<file path="src/rtl/instr_fetcher.sv">
// Instruction fetch controller: a direct-mapped I-cache answers hits in one cycle.
// A miss refills the line with four byte reads over the memory arbiter port.
module instr_fetcher #(
    parameter int IndexBits   = 6,
    parameter int PcLength    = 31,
    parameter int InstrLength = 31
) (
    input  logic                 clk,
    input  logic                 rst,
    input  logic                 is_exception_from_rob,
    input  logic                 is_empty_from_iq,
    input  logic [PcLength:0]    pc_from_iq,
    output logic                 is_stall_to_iq,
    output logic                 is_finish_to_iq,
    output logic [InstrLength:0] instr_to_iq,
    output logic                 is_req_to_mem,
    output logic [PcLength:0]    addr_to_mem,
    input  logic                 is_grant_from_mem,
    input  logic [7:0]           byte_from_mem
);
    localparam int Lines = 1 << IndexBits;
    localparam int TagW  = PcLength - IndexBits - 1;

    typedef enum logic {IDLE, MISS} state_t;

    state_t               state_q, state_d;
    logic [2:0]           k_q, k_d;
    logic [1:0]           r_q, r_d;
    logic                 pend_q, pend_d;
    logic                 stall_d, finish_d;
    logic [InstrLength:0] instr_d;
    logic [PcLength:0]    pc_q;
    logic [23:0]          asm_q;
    logic [Lines-1:0]     valid_q;
    logic [TagW-1:0]      tag_q  [Lines];
    logic [InstrLength:0] data_q [Lines];
    logic [IndexBits-1:0] idx_in, idx_fill;
    logic [TagW-1:0]      tag_in;
    logic                 hit, accept, complete, fill_we;
    logic [InstrLength:0] fill_word;

    always_comb begin
        idx_in        = pc_from_iq[IndexBits+1:2];
        tag_in        = pc_from_iq[PcLength:IndexBits+2];
        idx_fill      = pc_q[IndexBits+1:2];
        hit           = valid_q[idx_in] && (tag_q[idx_in] == tag_in);
        accept        = (state_q == IDLE) && !is_empty_from_iq && !is_stall_to_iq
                        && !is_exception_from_rob;
        complete      = (state_q == MISS) && pend_q && (r_q == 2'd3);
        fill_word     = {byte_from_mem, asm_q};
        is_req_to_mem = (state_q == MISS) && (k_q < 3'd4);
        addr_to_mem   = is_req_to_mem ? pc_q + {{(PcLength-2){1'b0}}, k_q} : '0;

        state_d  = state_q;
        k_d      = k_q;
        r_d      = r_q;
        pend_d   = 1'b0;
        stall_d  = is_stall_to_iq;
        finish_d = 1'b0;
        instr_d  = instr_to_iq;
        fill_we  = 1'b0;

        // Flush wins over everything; dropping pend_q discards a byte still in flight.
        if (is_exception_from_rob) begin
            state_d = IDLE;
            k_d     = '0;
            r_d     = '0;
            stall_d = 1'b0;
        end else if (state_q == MISS) begin
            if (is_req_to_mem && is_grant_from_mem) begin
                k_d    = k_q + 3'd1;
                pend_d = 1'b1;
            end
            if (pend_q) begin
                r_d = r_q + 2'd1;
            end
            if (complete) begin
                state_d  = IDLE;
                k_d      = '0;
                r_d      = '0;
                stall_d  = 1'b0;
                finish_d = 1'b1;
                instr_d  = fill_word;
                fill_we  = 1'b1;
            end
        end else if (accept) begin
            if (hit) begin
                finish_d = 1'b1;
                instr_d  = data_q[idx_in];
            end else begin
                state_d = MISS;
                k_d     = '0;
                r_d     = '0;
                stall_d = 1'b1;
            end
        end
    end

    always_ff @(posedge clk or negedge rst) begin
        if (!rst) begin
            state_q         <= IDLE;
            k_q             <= '0;
            r_q             <= '0;
            pend_q          <= 1'b0;
            is_stall_to_iq  <= 1'b0;
            is_finish_to_iq <= 1'b0;
            instr_to_iq     <= '0;
            valid_q         <= '0;
        end else begin
            state_q         <= state_d;
            k_q             <= k_d;
            r_q             <= r_d;
            pend_q          <= pend_d;
            is_stall_to_iq  <= stall_d;
            is_finish_to_iq <= finish_d;
            instr_to_iq     <= instr_d;
            if (fill_we) begin
                valid_q[idx_fill] <= 1'b1;
            end
        end
    end

    // Datapath storage: the valid bits alone decide whether these contents are live.
    always_ff @(posedge clk) begin
        if (accept && !hit) begin
            pc_q <= pc_from_iq;
        end
        if (pend_q) begin
            case (r_q)
                2'd0:    asm_q[7:0]   <= byte_from_mem;
                2'd1:    asm_q[15:8]  <= byte_from_mem;
                2'd2:    asm_q[23:16] <= byte_from_mem;
                default: ;
            endcase
        end
        if (fill_we) begin
            tag_q[idx_fill]  <= pc_q[PcLength:IndexBits+2];
            data_q[idx_fill] <= fill_word;
        end
    end
endmodule
</file>
<file path="config.mk">
export PLATFORM = sky130hd
export DESIGN_NAME = instr_fetcher
export DESIGN_NICKNAME = d
export VERILOG_FILES = /design/src/rtl/instr_fetcher.sv
export SDC_FILE = /design/constraint.sdc
export NUM_CORES = 2
export LEC_CHECK = 0
export ABC_CLOCK_PERIOD_IN_PS = 9950
export BUFFER_PORTS_ARGS = -buffer_cell sky130_fd_sc_hd__buf_2
export CAP_MARGIN = 30
export CORE_UTILIZATION = 28
export CTS_BUF_LIST = sky130_fd_sc_hd__clkbuf_2
export DETAILED_ROUTE_END_ITERATION = 8
export MAX_ROUTING_LAYER = met4
export PLACE_DENSITY_LB_ADDON = 0.2
export SYNTH_ARGS = -nofsm -noshare
export SYNTH_HDL_FRONTEND = slang
export SYNTH_SLANG_ARGS = --single-unit
</file>
<file path="constraint.sdc">
create_clock -name clk -period 9.95 [get_ports clk]
set_input_delay 0.995 -clock clk [delete_from_list [all_inputs] [get_ports clk]]
set_output_delay 0.995 -clock clk [all_outputs]
set_load 0.02 [all_outputs]
</file>
==> results.cfg <==
[clocking]
clk_path_buf_depth = 4
cts_buffers = 911
cts_max_level = 6
cts-resized-gates = 0
root_buffer = clkbuf_2
clk_latency_ns = 2.41
clkSinkCount = 3745
clk_pin_slew_ns = 0.10
cts_tree = yes

[yosys]
syn_area_sq_mm = 0.144
synth.most_common_cell = edfxtp_1
async_flop_share = 0.0280
ys_warn_count = 0
ys.flop_type = edfxtp_1
synth_top_area_frac = 0.758
yosysUniqueCellTypes = 73
synth_common_cells = 3640 x edfxtp_1, 939 x mux4_2, 279 x mux2i_1
ys_top_cells_by_area = edfxtp_1 76%, mux4_2 15%, mux2i_1 1.9%
postSynthCellCount = 6322
synth_seq_cells = 3745
yosys.area.top_type = edfxtp_1
synth-edff-count = 3640
syn-num-nets = 6376
yosysSeqAreaShare = 0.776
syn_avg_cell_area_sq_um = 22.8

[power]
power.switching_mw = 7.26
leakage_nw = 53.6
finalPower_mw = 29.0
p_int_mw = 21.8
p_clk_frac = 0.354
ir_drop_uv = 124
switching_share = 0.250
pwr-share-seq = 0.592
power_density_mw_per_mm2 = 176
pwr-share-comb = 0.053

[die]
num_rows = 263
die_x_microns = 720
coreArea_sq_mm = 0.513
start_util = 0.281
die-area_sq_mm = 0.518
num_io_pins = 112
die_y_microns = 720

[timing]
fmax_ghz = 0.136
worst_pin_slew_ns = 1.15
fin_crit_ns = 7.36
slew_violations = 0
timing.final.crit_share = 0.739
final_hold_viol_count = 0
finalSetupTns_ns = 0
timing.slew.headroom = 0.236
layout_setup_ws_ns = 2.59
rsz0062_at_grt = no
finClkSkew_ns = 0.236
setup_violations = 0

[grt]
grt_pass1_vias = 77037
grt_usage = 0.191
grt_max_degree = 129
grt.overflow.total = 0
grt_pass1_wl_microns = 665000
antenna_found_initial = 46

[setup_path]
slowest_stage = nor2_1
worstPathCellList = ha_1 > a21oi_1 > nor2_1 > nand2_1 > nor2_1 > nand2_1 > nor2_1 > nand4_1 > or3_1 > a21oi_1 > buf_2
critPathRequiredTime_ns = 8.96
max_stage_delay_ns = 0.81
critPathMaxFanout = 9
crit_family = simple AND/OR/NAND/NOR gates
critPathLaunchType = register
cpMostUsedCell = nor2_1
crit_buf_inv = 1
end_kind = primary output
setup.worst_path.class = register to primary output
cp.arrival_ns = 6.36

[flow_run]
cap_violations = 0

[layout]
area_growth_pct = 14.4
fill_cells = 49147
finalNetCount = 7515
ff_latch_area_sq_mm = 0.112
multi_input_area_sq_mm = 0.0310
drive_above_1_share = 0.366
fin_area_sq_mm = 0.165

[place]
portBuffers = 111
dpl.hpwl_microns = 265000
placed_area_sq_mm = 0.155
post-place-ws_ns = 3.22
gp_congestion = 0.784

[detailed_routing]
finalWirelength_microns = 494000
vias = 74986
drtAntennaViolNets = 0
vias_per_cell = 5.01
drt-initial-drc-count = 8567
firstDrtPassIters = 7
wl_per_cell_microns = 33.0
drc = 0

[hold_path]
hp-class = input port to register

[status]
outcome = finished clean
## state kept, by name, indices dropped and copies added, names as in the netlist
name,cells
data_q,2048
tag_q,1536
valid_q,64
instr_to_iq,32
pc_q,32
asm_q,24
k_q,3
r_q,2
is_finish_to_iq,1
is_stall_to_iq,1
pend_q,1
state_q,1
## tightest hold or removal path, delay by kind of cell
kind | cells | cell delay [ns]
buffers and inverters | 3 | 1.40
AOI/OAI and AO/OA | 2 | 0.24
## metrics by stage
step / util / hold WS [ns] / cells
final: 0.322 / 0.299 / 14956
after CTS: 0.321 / 0.00728 / 14919
after floorplan: - / 0.434 / 6322
after global placement: 0.301 / 0.445 / 13137
after detailed placement: 0.303 / 0.448 / 13176
after global routing: 0.322 / 0.136 / 14943
## metal layers
metal / global-route usage / vias up / share of wire
li1: - / 29797 / -
met1: 0.249 / 41526 / 0.42
met2: 0.315 / 3011 / 0.50
met3: 0.0292 / 652 / 0.059
met4: 0.0451 / 0 / 0.020
met5: - / - / 0
## power by group through the flow
| stage | clock network (mW) | registers (mW) | logic (mW) |
|---|---|---|---|
| 4_1_cts | 10.6 | 17.2 | 1.56 |
| 5_1_grt | 11.3 | 17.2 | 1.62 |
| 2_1_floorplan | 0 | 17.6 | 0.871 |
| 3_3_place_gp | 0 | 17.6 | 1.50 |
| 6_report | 10.3 | 17.2 | 1.54 |
| 3_5_place_dp | 0 | 17.6 | 1.51 |
## worst paths after layout
path / cells past startpoint / from / to / slack [ns]
max: 11 / pc_q[2] / addr_to_mem[26] / 2.59
min: 5 / is_grant_from_mem / k_q[2] / 0.30
max reg2reg: 15 / tag_q[44][11] / instr_to_iq[23] / 4.76
min reg2reg: 1 / valid_q[46] / valid_q[46] / 0.47
max in group asynchronous: 6 / rst / instr_to_iq[20] / 8.08
min in group asynchronous: 5 / rst / is_stall_to_iq / 0.51
## final cells by class
| cell class | count | share of cell area |
|---|---|---|
| sequential | 3745 | 0.678 |
| multi-input combinational | 2236 | 0.188 |
| timing repair buffer | 552 | 0.0312 |
| clock inverter | 304 | 0.0101 |
| clock buffer | 1312 | 0.0398 |
| tap | 6757 | 0.0512 |
| inverter | 15 | 0.000417 |
| antenna | 35 | 0.000531 |
## cells in the final DEF, fill, tap and decap left out, types with 11 or more instances in the layout
cell type / Yosys / layout
buf_2: 152 / 106
edfxtp_1: 3640 / 3640
bufinv_16: 0 / 16
xnor2_1: 22 / 22
nor2_1: 138 / 71
a21oi_1: 50 / 50
nor2b_1: 19 / 14
inv_2: 0 / 14
buf_4: 23 / 252
a221oi_1: 29 / 29
a31oi_1: 20 / 20
o21ai_0: 54 / 54
clkinv_1: 3 / 224
buf_16: 0 / 17
diode_2: 0 / 35
xor2_1: 21 / 21
and2_1: 14 / 14
and3_1: 15 / 15
buf_12: 2 / 46
mux2_4: 29 / 29
nor2_4: 0 / 65
nand4_1: 15 / 15
inv_1: 12 / 11
a22o_1: 11 / 11
o22ai_1: 20 / 20
clkinv_2: 0 / 37
or2_2: 68 / 68
nor4_1: 11 / 11
nand2_1: 123 / 123
nor3_1: 12 / 12
nand2b_1: 16 / 15
clkbuf_2: 0 / 1312
mux2_2: 48 / 48
dfrtp_1: 105 / 104
nand3_1: 71 / 71
a22oi_1: 119 / 119
mux4_2: 939 / 939
dlygate4sd3_1: 0 / 123
mux2i_1: 279 / 279
## logic make-up (layout without fill, tap and decap cells)
group | after synthesis | in the layout | synth area share
flops | 3745 | 3745 | 0.776
buf+inv | 341 | 2183 | 0.0125
simple gates | 537 | 537 | 0.0186
xor+xnor | 43 | 43 | 0.00261
fa+ha+maj | 9 | 9 | 0.000833
other cells | 0 | 35 | 0
compound gates | 352 | 352 | 0.0169
mux | 1295 | 1295 | 0.173
## timing repair
item / in CTS / in global routing
endpoints found under the hold margin: 999 / 0
hold buffers: 127 / 0
buffers inserted: 0 / 0
Note: power is estimated with default switching activity, not from simulation.
